==> src/rtl/bp_me_dma_bank_arbiter_pkg.sv <==
// Shared types and helpers for the per-bank DMA arbiter slice.
package bp_me_dma_bank_arbiter_pkg;

  typedef enum logic {
    e_dma_read  = 1'b0,
    e_dma_write = 1'b1
  } dma_dir_e;

  // Width of an index into n items; never zero so single-entry cases stay legal.
  function automatic int unsigned safe_clog2(input int unsigned n);
    return (n <= 1) ? 1 : $clog2(n);
  endfunction

endpackage

==> src/rtl/bp_me_dma_burst_tracker.sv <==
// Bank-id FIFO in pkt acceptance order plus a beat counter that pops the head
// after the last beat of its burst.
module bp_me_dma_burst_tracker
  import bp_me_dma_bank_arbiter_pkg::*;
#(
  parameter int unsigned id_width_p  = 1,
  parameter int unsigned els_p       = 4,
  parameter int unsigned burst_len_p = 8
) (
  input  logic                  clk_i,
  input  logic                  reset_i,
  input  logic                  push_v_i,
  input  logic [id_width_p-1:0] push_id_i,
  input  logic                  beat_v_i,
  output logic                  full_o,
  output logic                  empty_o,
  output logic [id_width_p-1:0] head_id_o
);

  localparam int unsigned ptr_w = safe_clog2(els_p);
  localparam int unsigned cnt_w = safe_clog2(burst_len_p);
  localparam int unsigned num_w = $clog2(els_p + 1);

  logic [id_width_p-1:0] mem_q [els_p];
  logic [ptr_w-1:0]      rd_ptr_q, wr_ptr_q;
  logic [num_w-1:0]      num_q;
  logic [cnt_w-1:0]      beat_q;
  logic                  push, beat, last_beat, pop;

  assign full_o    = (num_q == num_w'(els_p));
  assign empty_o   = (num_q == '0);
  assign head_id_o = mem_q[rd_ptr_q];

  assign push      = push_v_i && !full_o;
  assign beat      = beat_v_i && !empty_o;
  assign last_beat = (beat_q == cnt_w'(burst_len_p - 1));
  assign pop       = beat && last_beat;

  always_ff @(posedge clk_i) begin
    if (push) begin
      mem_q[wr_ptr_q] <= push_id_i;
    end
  end

  always_ff @(posedge clk_i) begin
    if (reset_i) begin
      rd_ptr_q <= '0;
      wr_ptr_q <= '0;
      num_q    <= '0;
      beat_q   <= '0;
    end else begin
      if (push) begin
        wr_ptr_q <= (wr_ptr_q == ptr_w'(els_p - 1)) ? '0 : wr_ptr_q + ptr_w'(1);
      end
      if (pop) begin
        rd_ptr_q <= (rd_ptr_q == ptr_w'(els_p - 1)) ? '0 : rd_ptr_q + ptr_w'(1);
      end
      case ({push, pop})
        2'b10:   num_q <= num_q + num_w'(1);
        2'b01:   num_q <= num_q - num_w'(1);
        default: num_q <= num_q;
      endcase
      if (beat) begin
        beat_q <= last_beat ? '0 : beat_q + cnt_w'(1);
      end
    end
  end

endmodule

==> src/rtl/bp_me_dma_bank_arbiter.sv <==
// Merges per-bank L2 DMA channels onto one DRAM DMA port: round-robin pkt
// arbitration with grant lock, in-order read return and write-data steering.
module bp_me_dma_bank_arbiter
  import bp_me_dma_bank_arbiter_pkg::*;
#(
  parameter int unsigned num_banks_p       = 2,
  parameter int unsigned dma_pkt_width_p   = 40,
  parameter int unsigned dma_data_width_p  = 64,
  parameter int unsigned burst_len_p       = 8,
  parameter int unsigned max_outstanding_p = 4
) (
  input  logic                                   clk_i,
  input  logic                                   reset_i,

  input  logic [num_banks_p*dma_pkt_width_p-1:0] bank_pkt_i,
  input  logic [num_banks_p-1:0]                 bank_pkt_v_i,
  output logic [num_banks_p-1:0]                 bank_pkt_ready_and_o,

  output logic [num_banks_p*dma_data_width_p-1:0] bank_data_o,
  output logic [num_banks_p-1:0]                  bank_data_v_o,
  input  logic [num_banks_p-1:0]                  bank_data_ready_and_i,

  input  logic [num_banks_p*dma_data_width_p-1:0] bank_data_i,
  input  logic [num_banks_p-1:0]                  bank_data_v_i,
  output logic [num_banks_p-1:0]                  bank_data_ready_and_o,

  output logic [dma_pkt_width_p-1:0]             dma_pkt_o,
  output logic                                   dma_pkt_v_o,
  input  logic                                   dma_pkt_ready_and_i,

  input  logic [dma_data_width_p-1:0]            dma_data_i,
  input  logic                                   dma_data_v_i,
  output logic                                   dma_data_ready_and_o,

  output logic [dma_data_width_p-1:0]            dma_data_o,
  output logic                                   dma_data_v_o,
  input  logic                                   dma_data_ready_and_i
);

  localparam int unsigned id_w = safe_clog2(num_banks_p);

  logic [id_w-1:0]        rr_q, lock_id_q, grant_id, cand;
  logic                   lock_v_q, grant_v, pkt_hs;
  logic [num_banks_p-1:0] eligible;
  dma_dir_e               grant_dir;

  logic            rd_full, rd_empty, wr_full, wr_empty;
  logic [id_w-1:0] rd_head, wr_head;
  logic            rd_active, wr_active, rd_push, wr_push, rd_beat, wr_beat;

  // A bank only competes when the tracker for its direction has room.
  always_comb begin
    eligible = '0;
    for (int unsigned i = 0; i < num_banks_p; i++) begin
      eligible[i] = bank_pkt_v_i[i] && !reset_i
                 && (bank_pkt_i[i*dma_pkt_width_p + dma_pkt_width_p - 1] ? !wr_full : !rd_full);
    end
  end

  always_comb begin
    grant_v  = 1'b0;
    grant_id = '0;
    cand     = '0;
    if (lock_v_q) begin
      grant_id = lock_id_q;
      grant_v  = eligible[lock_id_q];
    end else begin
      for (int unsigned off = 0; off < num_banks_p; off++) begin
        cand = id_w'((off + 32'(rr_q)) % num_banks_p);
        if (!grant_v && eligible[cand]) begin
          grant_v  = 1'b1;
          grant_id = cand;
        end
      end
    end
  end

  always_comb begin
    dma_pkt_o            = '0;
    bank_pkt_ready_and_o = '0;
    for (int unsigned i = 0; i < num_banks_p; i++) begin
      if (grant_id == id_w'(i)) begin
        dma_pkt_o               = bank_pkt_i[i*dma_pkt_width_p +: dma_pkt_width_p];
        bank_pkt_ready_and_o[i] = pkt_hs;
      end
    end
  end

  assign dma_pkt_v_o = grant_v;
  assign pkt_hs      = grant_v && dma_pkt_ready_and_i;
  assign grant_dir   = dma_dir_e'(dma_pkt_o[dma_pkt_width_p-1]);
  assign rd_push     = pkt_hs && (grant_dir == e_dma_read);
  assign wr_push     = pkt_hs && (grant_dir == e_dma_write);

  // An offered pkt without handshake pins the grant so dma_pkt_o stays stable.
  always_ff @(posedge clk_i) begin
    if (reset_i) begin
      rr_q      <= '0;
      lock_v_q  <= 1'b0;
      lock_id_q <= '0;
    end else if (pkt_hs) begin
      lock_v_q <= 1'b0;
      rr_q     <= (grant_id == id_w'(num_banks_p - 1)) ? '0 : grant_id + id_w'(1);
    end else if (grant_v) begin
      lock_v_q  <= 1'b1;
      lock_id_q <= grant_id;
    end
  end

  assign rd_active = !rd_empty && !reset_i;
  assign wr_active = !wr_empty && !reset_i;

  always_comb begin
    bank_data_o           = '0;
    bank_data_v_o         = '0;
    dma_data_ready_and_o  = 1'b0;
    dma_data_o            = '0;
    dma_data_v_o          = 1'b0;
    bank_data_ready_and_o = '0;
    for (int unsigned i = 0; i < num_banks_p; i++) begin
      bank_data_o[i*dma_data_width_p +: dma_data_width_p] = dma_data_i;
      if (rd_head == id_w'(i)) begin
        bank_data_v_o[i]     = rd_active && dma_data_v_i;
        dma_data_ready_and_o = rd_active && bank_data_ready_and_i[i];
      end
      if (wr_head == id_w'(i)) begin
        dma_data_o               = bank_data_i[i*dma_data_width_p +: dma_data_width_p];
        dma_data_v_o             = wr_active && bank_data_v_i[i];
        bank_data_ready_and_o[i] = wr_active && dma_data_ready_and_i;
      end
    end
  end

  assign rd_beat = dma_data_v_i && dma_data_ready_and_o;
  assign wr_beat = dma_data_v_o && dma_data_ready_and_i;

  bp_me_dma_burst_tracker #(
    .id_width_p  (id_w),
    .els_p       (max_outstanding_p),
    .burst_len_p (burst_len_p)
  ) rd_tracker (
    .clk_i     (clk_i),
    .reset_i   (reset_i),
    .push_v_i  (rd_push),
    .push_id_i (grant_id),
    .beat_v_i  (rd_beat),
    .full_o    (rd_full),
    .empty_o   (rd_empty),
    .head_id_o (rd_head)
  );

  bp_me_dma_burst_tracker #(
    .id_width_p  (id_w),
    .els_p       (max_outstanding_p),
    .burst_len_p (burst_len_p)
  ) wr_tracker (
    .clk_i     (clk_i),
    .reset_i   (reset_i),
    .push_v_i  (wr_push),
    .push_id_i (grant_id),
    .beat_v_i  (wr_beat),
    .full_o    (wr_full),
    .empty_o   (wr_empty),
    .head_id_o (wr_head)
  );

endmodule
==> config.mk <==
export PLATFORM = sky130hd
export DESIGN_NAME = bp_me_dma_bank_arbiter
export DESIGN_NICKNAME = d
export VERILOG_FILES = /design/src/rtl/bp_me_dma_bank_arbiter_pkg.sv /design/src/rtl/bp_me_dma_burst_tracker.sv /design/src/rtl/bp_me_dma_bank_arbiter.sv
export SDC_FILE = /design/constraint.sdc
export NUM_CORES = 1
export LEC_CHECK = 0
export CORE_AREA = 2 2 203 205
export CTS_CLUSTER_SIZE = 14
export DETAILED_ROUTE_END_ITERATION = 6
export DIE_AREA = 0 0 205 207
export GPL_ROUTABILITY_DRIVEN = 0
export GPL_TIMING_DRIVEN = 1
export PLACE_DENSITY = 0.43
export SKIP_CTS_REPAIR_TIMING = 1
export SLEW_MARGIN = 20
export SYNTH_ARGS = -nofsm -noshare
export SYNTH_HDL_FRONTEND = slang
export SYNTH_SLANG_ARGS = --single-unit
==> constraint.sdc <==
create_clock -name clk_i -period 3.5 [get_ports clk_i]
set_clock_uncertainty 0.05 [all_clocks]
set_input_delay 0.35 -clock clk_i [delete_from_list [all_inputs] [get_ports clk_i]]
set_output_delay 0.35 -clock clk_i [all_outputs]
set_load 0.01 [all_outputs]
==> impl_metrics.yaml, run 1 <==
synth:
  yosys.area_share.adder_pct: 5.99
  ys_seq_area_share_pct: 19.5
  synth_warnings: 0
  yosysTopAreaCell: "mux2_2"
  synth_top_cells_by_area: "mux2_2, buf_4, dfxtp_1, edfxtp_1, ha_1"
  synthesis.area_sq_mm: 0.00401
  syn-num-nets: 730
  async_flop_share_pct: 0
  synthMuxAreaShare_pct: 32.8
  synth_top_family_by_area: "multiplexers"
  synth_cells: 429
  synthXorXnorAreaFrac_pct: 0.873
  yosys-top-cells-count: "buf_4, mux2_2, dfxtp_1, nor2_1, inv_1"
  synth.avg_cell_area_sq_um: 9.35
  yosys.area_share.simple_pct: 9.95
  synth-compound-area-share_pct: 3.90
  synthFlopType: "dfxtp_1"
  ys_seq_elements: 35
  synth_edf_count: 8
  synth_top_area_share_pct: 28.9
  yosysMostFrequentCell: "buf_4"
  netlist-cell-type-count: 44
power_and_ir_drop:
  power_mw: 1.80
  sw_frac_of_total_pct: 25.0
  clock_power_share_pct: 32.2
  combPwrFrac_pct: 43.8
  power_frac_seq_pct: 24.1
  power_density_mw_per_mm2: 242
  p_sw_mw: 0.451
  p_int_mw: 1.35
  leakage_nw: 2.69
  ir_drop_mv: 0.143
clocking:
  cts_buffers: 5
  clk_latency_ps: 280
  clock-root-buffer: "clkbuf_16"
  cts_sinks: 35
  cts_htree_levels: 2
  cts_tree: "built"
  path_clk_slew_ps: 60
  cts_max_path_buffers: 2
global_route:
  grt_max_degree: 67
  grt_antenna_before_repair: 0
  overflow: 0
  grt_pass1_vias: 4064
  grt_use_total_pct: 8.78
  grt_first_pass_wirelength_um: 27100
worst_setup_path:
  cp-start-kind: "input pin"
  crit_end: "bank_pkt_ready_and_o[0]"
  crit_fanout: 14
  path_cells: "clkdlybuf4s50_1 > nand2b_1 > nor4_2 > buf_4 > o31ai_4 > buf_12 > buf_4 > or2_2 > inv_1 > clkdlybuf4s50_1"
  slowest_stage: "clkdlybuf4s50_1"
  r2r-start: "rd_tracker.num_q[2]$_SDFFE_PP0P_"
  worst_ep_required_time_ps: 3100
  crit_type: "in2out"
  arrival_ps: 2940
  critPathLaunch: "reset_i"
  reg2regPathDepth: 15
  endpoint_kind: "primary output"
  rr_endpoint: "wr_tracker.num_q[2]$_SDFFE_PP0P_"
  critPathMaxStageDelay_ps: 550
  r2r_slack_ps: 400
detailed_routing:
  drc: 0
  first_pass_iters: 4
  via_count: 3873
  top_layer: "met5"
  wl_met3_um: 2820
  route.met2.wl_um: 9010
  antenna_left: 0
  viasPerCell: 3.27
  wl_per_cell_um: 16.9
  drt-initial-drc-count: 115
  met1_length_um: 7640
  wirelength_um: 20000
sta:
  setup_violations: 0
  finalCritPeriodShare_pct: 95.4
  hold_viol: 0
  slew_headroom_pct: 71.1
  worstMarginPinSlew_ps: 433
  max_freq_mhz: 299
  slew_viol_final: 0
  rsz0062_at_grt: "no"
  fin_tns_setup_ps: 0
  fin_ws_ps: 160
  fin_crit_ps: 3340
place:
  port_buffers: 331
  place_ws_ps: 57.9
  hpwlAfterDp_um: 17500
  dp_cells: 1178
  placed_area_sq_mm: 0.00724
floorplanning:
  die_area_sq_mm: 0.0424
  rows: 74
  coreArea_sq_mm: 0.0404
  ios: 524
  die_h_um: 207
  dieWidth_um: 205
  start_util_pct: 9.94
finish:
  area_growth_pct: 85.6
  final_nets: 954
  fin_cells: 1186
  design_area_sq_mm: 0.00745
  antenna_cells: 0
  layout-drive-gt1-share_pct: 24.5
job:
  maxCapViolations: 0
run_status:
  outcome: "finished clean"
min_path:
  hp-class: "reg2reg"
## cell usage in the layout, fill, tap and decap left out, drive strengths merged, types with 6 or more instances in the layout
cell type / n
buf: 27
nor2: 25
dfxtp: 27
nand2: 11
mux2i: 8
ha: 16
nor3: 6
inv: 19
mux2: 105
clkdlybuf4s50: 331
edfxtp: 8
and2: 8
a21oi: 10
## worst min path at each step
stage,from,to,slack [ps],depth (start not counted)
floorplan,rr_q$_SDFFE_PP0N_,rr_q$_SDFFE_PP0N_,400,2
global placement,rr_q$_SDFFE_PP0N_,rr_q$_SDFFE_PP0N_,420,2
detailed placement,wr_tracker.rd_ptr_q[1]$_SDFFE_PP0P_,wr_tracker.rd_ptr_q[1]$_SDFFE_PP0P_,430,2
CTS,wr_tracker.rd_ptr_q[1]$_SDFFE_PP0P_,wr_tracker.rd_ptr_q[1]$_SDFFE_PP0P_,440,2
global route,wr_tracker.rd_ptr_q[1]$_SDFFE_PP0P_,wr_tracker.rd_ptr_q[1]$_SDFFE_PP0P_,470,2
finish,wr_tracker.rd_ptr_q[1]$_SDFFE_PP0P_,wr_tracker.rd_ptr_q[1]$_SDFFE_PP0P_,430,2
## through the flow
stage	hold WS, ps	utilization [%]
2_1_floorplan	400	-
3_3_place_gp	423	17.9
3_5_place_dp	429	17.9
4_1_cts	437	18.4
5_1_grt	469	18.4
6_report	432	18.4
## routing by layer
layer	vias to the layer above	global-route usage [%]
met5	-	0.806
li1	1784	-
met2	350	14.5
met1	1695	9.87
met3	42	4.23
met4	2	2.68
## kinds of logic after synthesis
| group | Yosys count |
|---|---|
| and+or+nand+nor | 74 |
| buffers and inverters | 160 |
| AOI/OAI and AO/OA | 23 |
| DFF | 35 |
| muxes | 115 |
| xor gates and xnor gates | 4 |
| adders and majority gates | 18 |
## cell type report
class                   count  area, sq um
fillers                  4547        32900
repair buffers            358         3570
multi-input cells         234         2170
flip-flops and latches     35          781
well taps                 532          666
clock buffers               5          125
inverters                  19         71.3
clock inverters             3         67.6
## worst max-delay path: cells and delay by family
kind / cells / cell delay, ps
buf+inv: 6 / 1600
compound gates: 1 / 80
simple gates: 3 / 900
## power groups by stage
stage / clock network (mW) / logic [mW] / registers [mW]
after floorplan: 0 / 0.397 / 0.440
after global placement: 0 / 0.805 / 0.442
after detailed placement: 0 / 0.802 / 0.442
after CTS: 0.595 / 0.810 / 0.433
after global routing: 0.609 / 0.844 / 0.435
final: 0.579 / 0.788 / 0.433
Note: power is estimated with default switching activity, not from simulation.
==> inputs of run 2 (changes only) <==
--- a/config.mk
+++ b/config.mk
@@ -11,8 +11,8 @@
 export DIE_AREA = 0 0 205 207
 export GPL_ROUTABILITY_DRIVEN = 0
 export GPL_TIMING_DRIVEN = 1
+export HOLD_SLACK_MARGIN = 0.15
 export PLACE_DENSITY = 0.43
-export SKIP_CTS_REPAIR_TIMING = 1
 export SLEW_MARGIN = 20
 export SYNTH_ARGS = -nofsm -noshare
 export SYNTH_HDL_FRONTEND = slang
==> results of run 2 <==
The final DEF is identical to that of run 1; final timing and power are the same.
==> inputs of run 3 (changes only) <==
--- a/config.mk
+++ b/config.mk
@@ -5,14 +5,17 @@
 export SDC_FILE = /design/constraint.sdc
 export NUM_CORES = 1
 export LEC_CHECK = 0
-export CORE_AREA = 2 2 203 205
+export CELL_PAD_IN_SITES_DETAIL_PLACEMENT = 0
+export CELL_PAD_IN_SITES_GLOBAL_PLACEMENT = 1
+export CORE_AREA = 2 2 204 206
 export CTS_CLUSTER_SIZE = 14
 export DETAILED_ROUTE_END_ITERATION = 6
-export DIE_AREA = 0 0 205 207
+export DIE_AREA = 0 0 206 208
 export GPL_ROUTABILITY_DRIVEN = 0
 export GPL_TIMING_DRIVEN = 1
 export HOLD_SLACK_MARGIN = 0.15
-export PLACE_DENSITY = 0.43
+export PLACE_DENSITY = 0.59
+export SETUP_SLACK_MARGIN = 0.5
 export SLEW_MARGIN = 20
 export SYNTH_ARGS = -nofsm -noshare
 export SYNTH_HDL_FRONTEND = slang
==> run 3 against run 2 <==
Clock-buffer cell count is 2 higher. Global-route usage is 1.2 points higher. Final cell count is 0.84% higher. Hold slack better by 11 ps. Power is 8.2% lower. Non-clock buffer count is 10 higher. Flip-flop and latch count stayed put. Core utilization is 0.14 points higher. Via count is 1.9% higher. Sequential share of layout area hardly changed. Register-to-register slack better by 80 ps.
==> impl_metrics.yaml, run 3 (same netlist as run 1, synthesis figures left out) <==
run_status:
  outcome: "finished clean"
sta:
  fin_crit_ps: 3040
  worstMarginPinSlew_ps: 422
  slew_viol_final: 0
  rsz0062_at_grt: "yes"
  slew_headroom_pct: 71.3
  setup_violations: 0
  fin_tns_setup_ps: 0
  max_freq_mhz: 329
  hold_viol: 0
  finalCritPeriodShare_pct: 86.9
clocking:
  cts_max_path_buffers: 2
  clock-root-buffer: "clkbuf_16"
  cts_tree: "built"
  cts_htree_levels: 2
  clk_latency_ps: 280
  cts_buffers: 5
  cts_sinks: 35
  path_clk_slew_ps: 50
worst_setup_path:
  endpoint_kind: "primary output"
  crit_type: "reg2out"
  reg2regPathDepth: 15
  worst_ep_required_time_ps: 3100
  arrival_ps: 2640
  cp-start-kind: "flop"
  crit_fanout: 19
floorplanning:
  dieWidth_um: 206
  coreArea_sq_mm: 0.0406
  die_area_sq_mm: 0.0428
  start_util_pct: 9.89
  die_h_um: 208
  ios: 524
  rows: 74
finish:
  design_area_sq_mm: 0.00754
  area_growth_pct: 87.9
  final_cell_mix: "clkdlybuf4s50_1, mux2_2, dlygate4sd2_1, buf_4, nor2_1"
  final_common_cell: "clkdlybuf4s50_1"
  antenna_cells: 0
  final_nets: 964
  layout-drive-gt1-share_pct: 27.9
  final_util_pct: 18.6
  nFillCells: 4543
global_route:
  grt_max_degree: 22
  grt_use_total_pct: 10.0
  grt_first_pass_wirelength_um: 30000
  grt_antenna_before_repair: 2
  overflow: 0
  grt_pass1_vias: 4242
place:
  placed_area_sq_mm: 0.00713
  port_buffers: 331
  hpwlAfterDp_um: 19600
job:
  maxCapViolations: 0
detailed_routing:
  drt-initial-drc-count: 103
  wirelength_um: 23000
  drc: 0
  viasPerCell: 3.30
  via_count: 3946
  first_pass_iters: 4
  antenna_left: 0
  wl_per_cell_um: 19.3
min_path:
  hp-class: "reg2reg"
  hold-path-cell-count: 2
power_and_ir_drop:
  power_density_mw_per_mm2: 219
  ir_drop_mv: 0.152
  leakage_nw: 2.99
  power_mw: 1.65
[run 3: cell count changes in the layout (fill, tap and decap cells not counted), sizes merged]
cell           previous run  this run
bufbuf                    0         1
dlymetal6s2s              0        14
dlygate4sd2               0        70
clkinv                    0         1
clkbuf                    5         8
bufinv                    2         0
clkdlybuf4s50           331       245
clkinvlp                  1         0
buf                      27        37
[run 3: cell type report]
| cell class | count | area [sq um] | area share [%] |
|---|---|---|---|
| timing repair buffer | 368 | 3650 | 48.4 |
| multi-input combinational | 234 | 2210 | 29.3 |
| sequential | 35 | 792 | 10.5 |
| tap | 532 | 666 | 8.83 |
| clock buffer | 7 | 143 | 1.89 |
| inverter | 19 | 71.3 | 0.946 |
| clock inverter | 1 | 3.75 | 0.0498 |
[run 3: what timing repair did]
action / 4_1_cts / 5_1_grt
endpoints found under the setup margin: 104 / 53
pin swaps: 1 / 3
hold endpoints to repair: 0 / 0
hold buffers: 0 / 0
cloned: 3 / 0
buffers inserted: 14 / 3
resized for setup: 87 / 31
[run 3: through the flow]
stage | hold WS (ps) | setup slack, ps | cells
floorplan | 400 | 564 | 429
global placement | 426 | 128 | 1168
detailed placement | 438 | 72.3 | 1168
CTS | 446 | 372 | 1193
global route | 461 | 280 | 1196
finish | 443 | 458 | 1196
[run 3: routing by layer]
| metal | wire, um | part of all wire (%) | GRT usage (%) |
|---|---|---|---|
| met5 | 74 | 0.32 | 1.04 |
| met4 | 284 | 1.2 | 2.09 |
| met3 | 3260 | 14 | 4.71 |
| met2 | 11800 | 51 | 18.9 |
| met1 | 7610 | 33 | 9.74 |
[run 3: path summary, 6_finish.rpt]
check,startpoint,to,slack [ps]
setup / recovery,wr_tracker.mem_q[2]$_DFFE_PP_,dma_data_o[44],460
setup reg to reg,rd_tracker.num_q[1]$_SDFFE_PP0P_,wr_tracker.num_q[2]$_SDFFE_PP0P_,480
hold / removal,wr_tracker.rd_ptr_q[1]$_SDFFE_PP0P_,wr_tracker.rd_ptr_q[1]$_SDFFE_PP0P_,440
hold reg to reg,wr_tracker.rd_ptr_q[1]$_SDFFE_PP0P_,wr_tracker.rd_ptr_q[1]$_SDFFE_PP0P_,440
[run 3: where the power goes]
group | switching [mW] | internal (mW) | leakage, nW
registers | 0.0103 | 0.424 | 0.295
logic | 0.288 | 0.491 | 2.62
clock network | 0.160 | 0.281 | 0.0716
[run 3: critical path, cell delays in order (launching register included)]
cell and delay (ps):
edfxtp_1 370, mux4_4 690, buf_4 200, buf_12 140, buf_6 170, mux2_2 250, clkdlybuf4s50_1 530
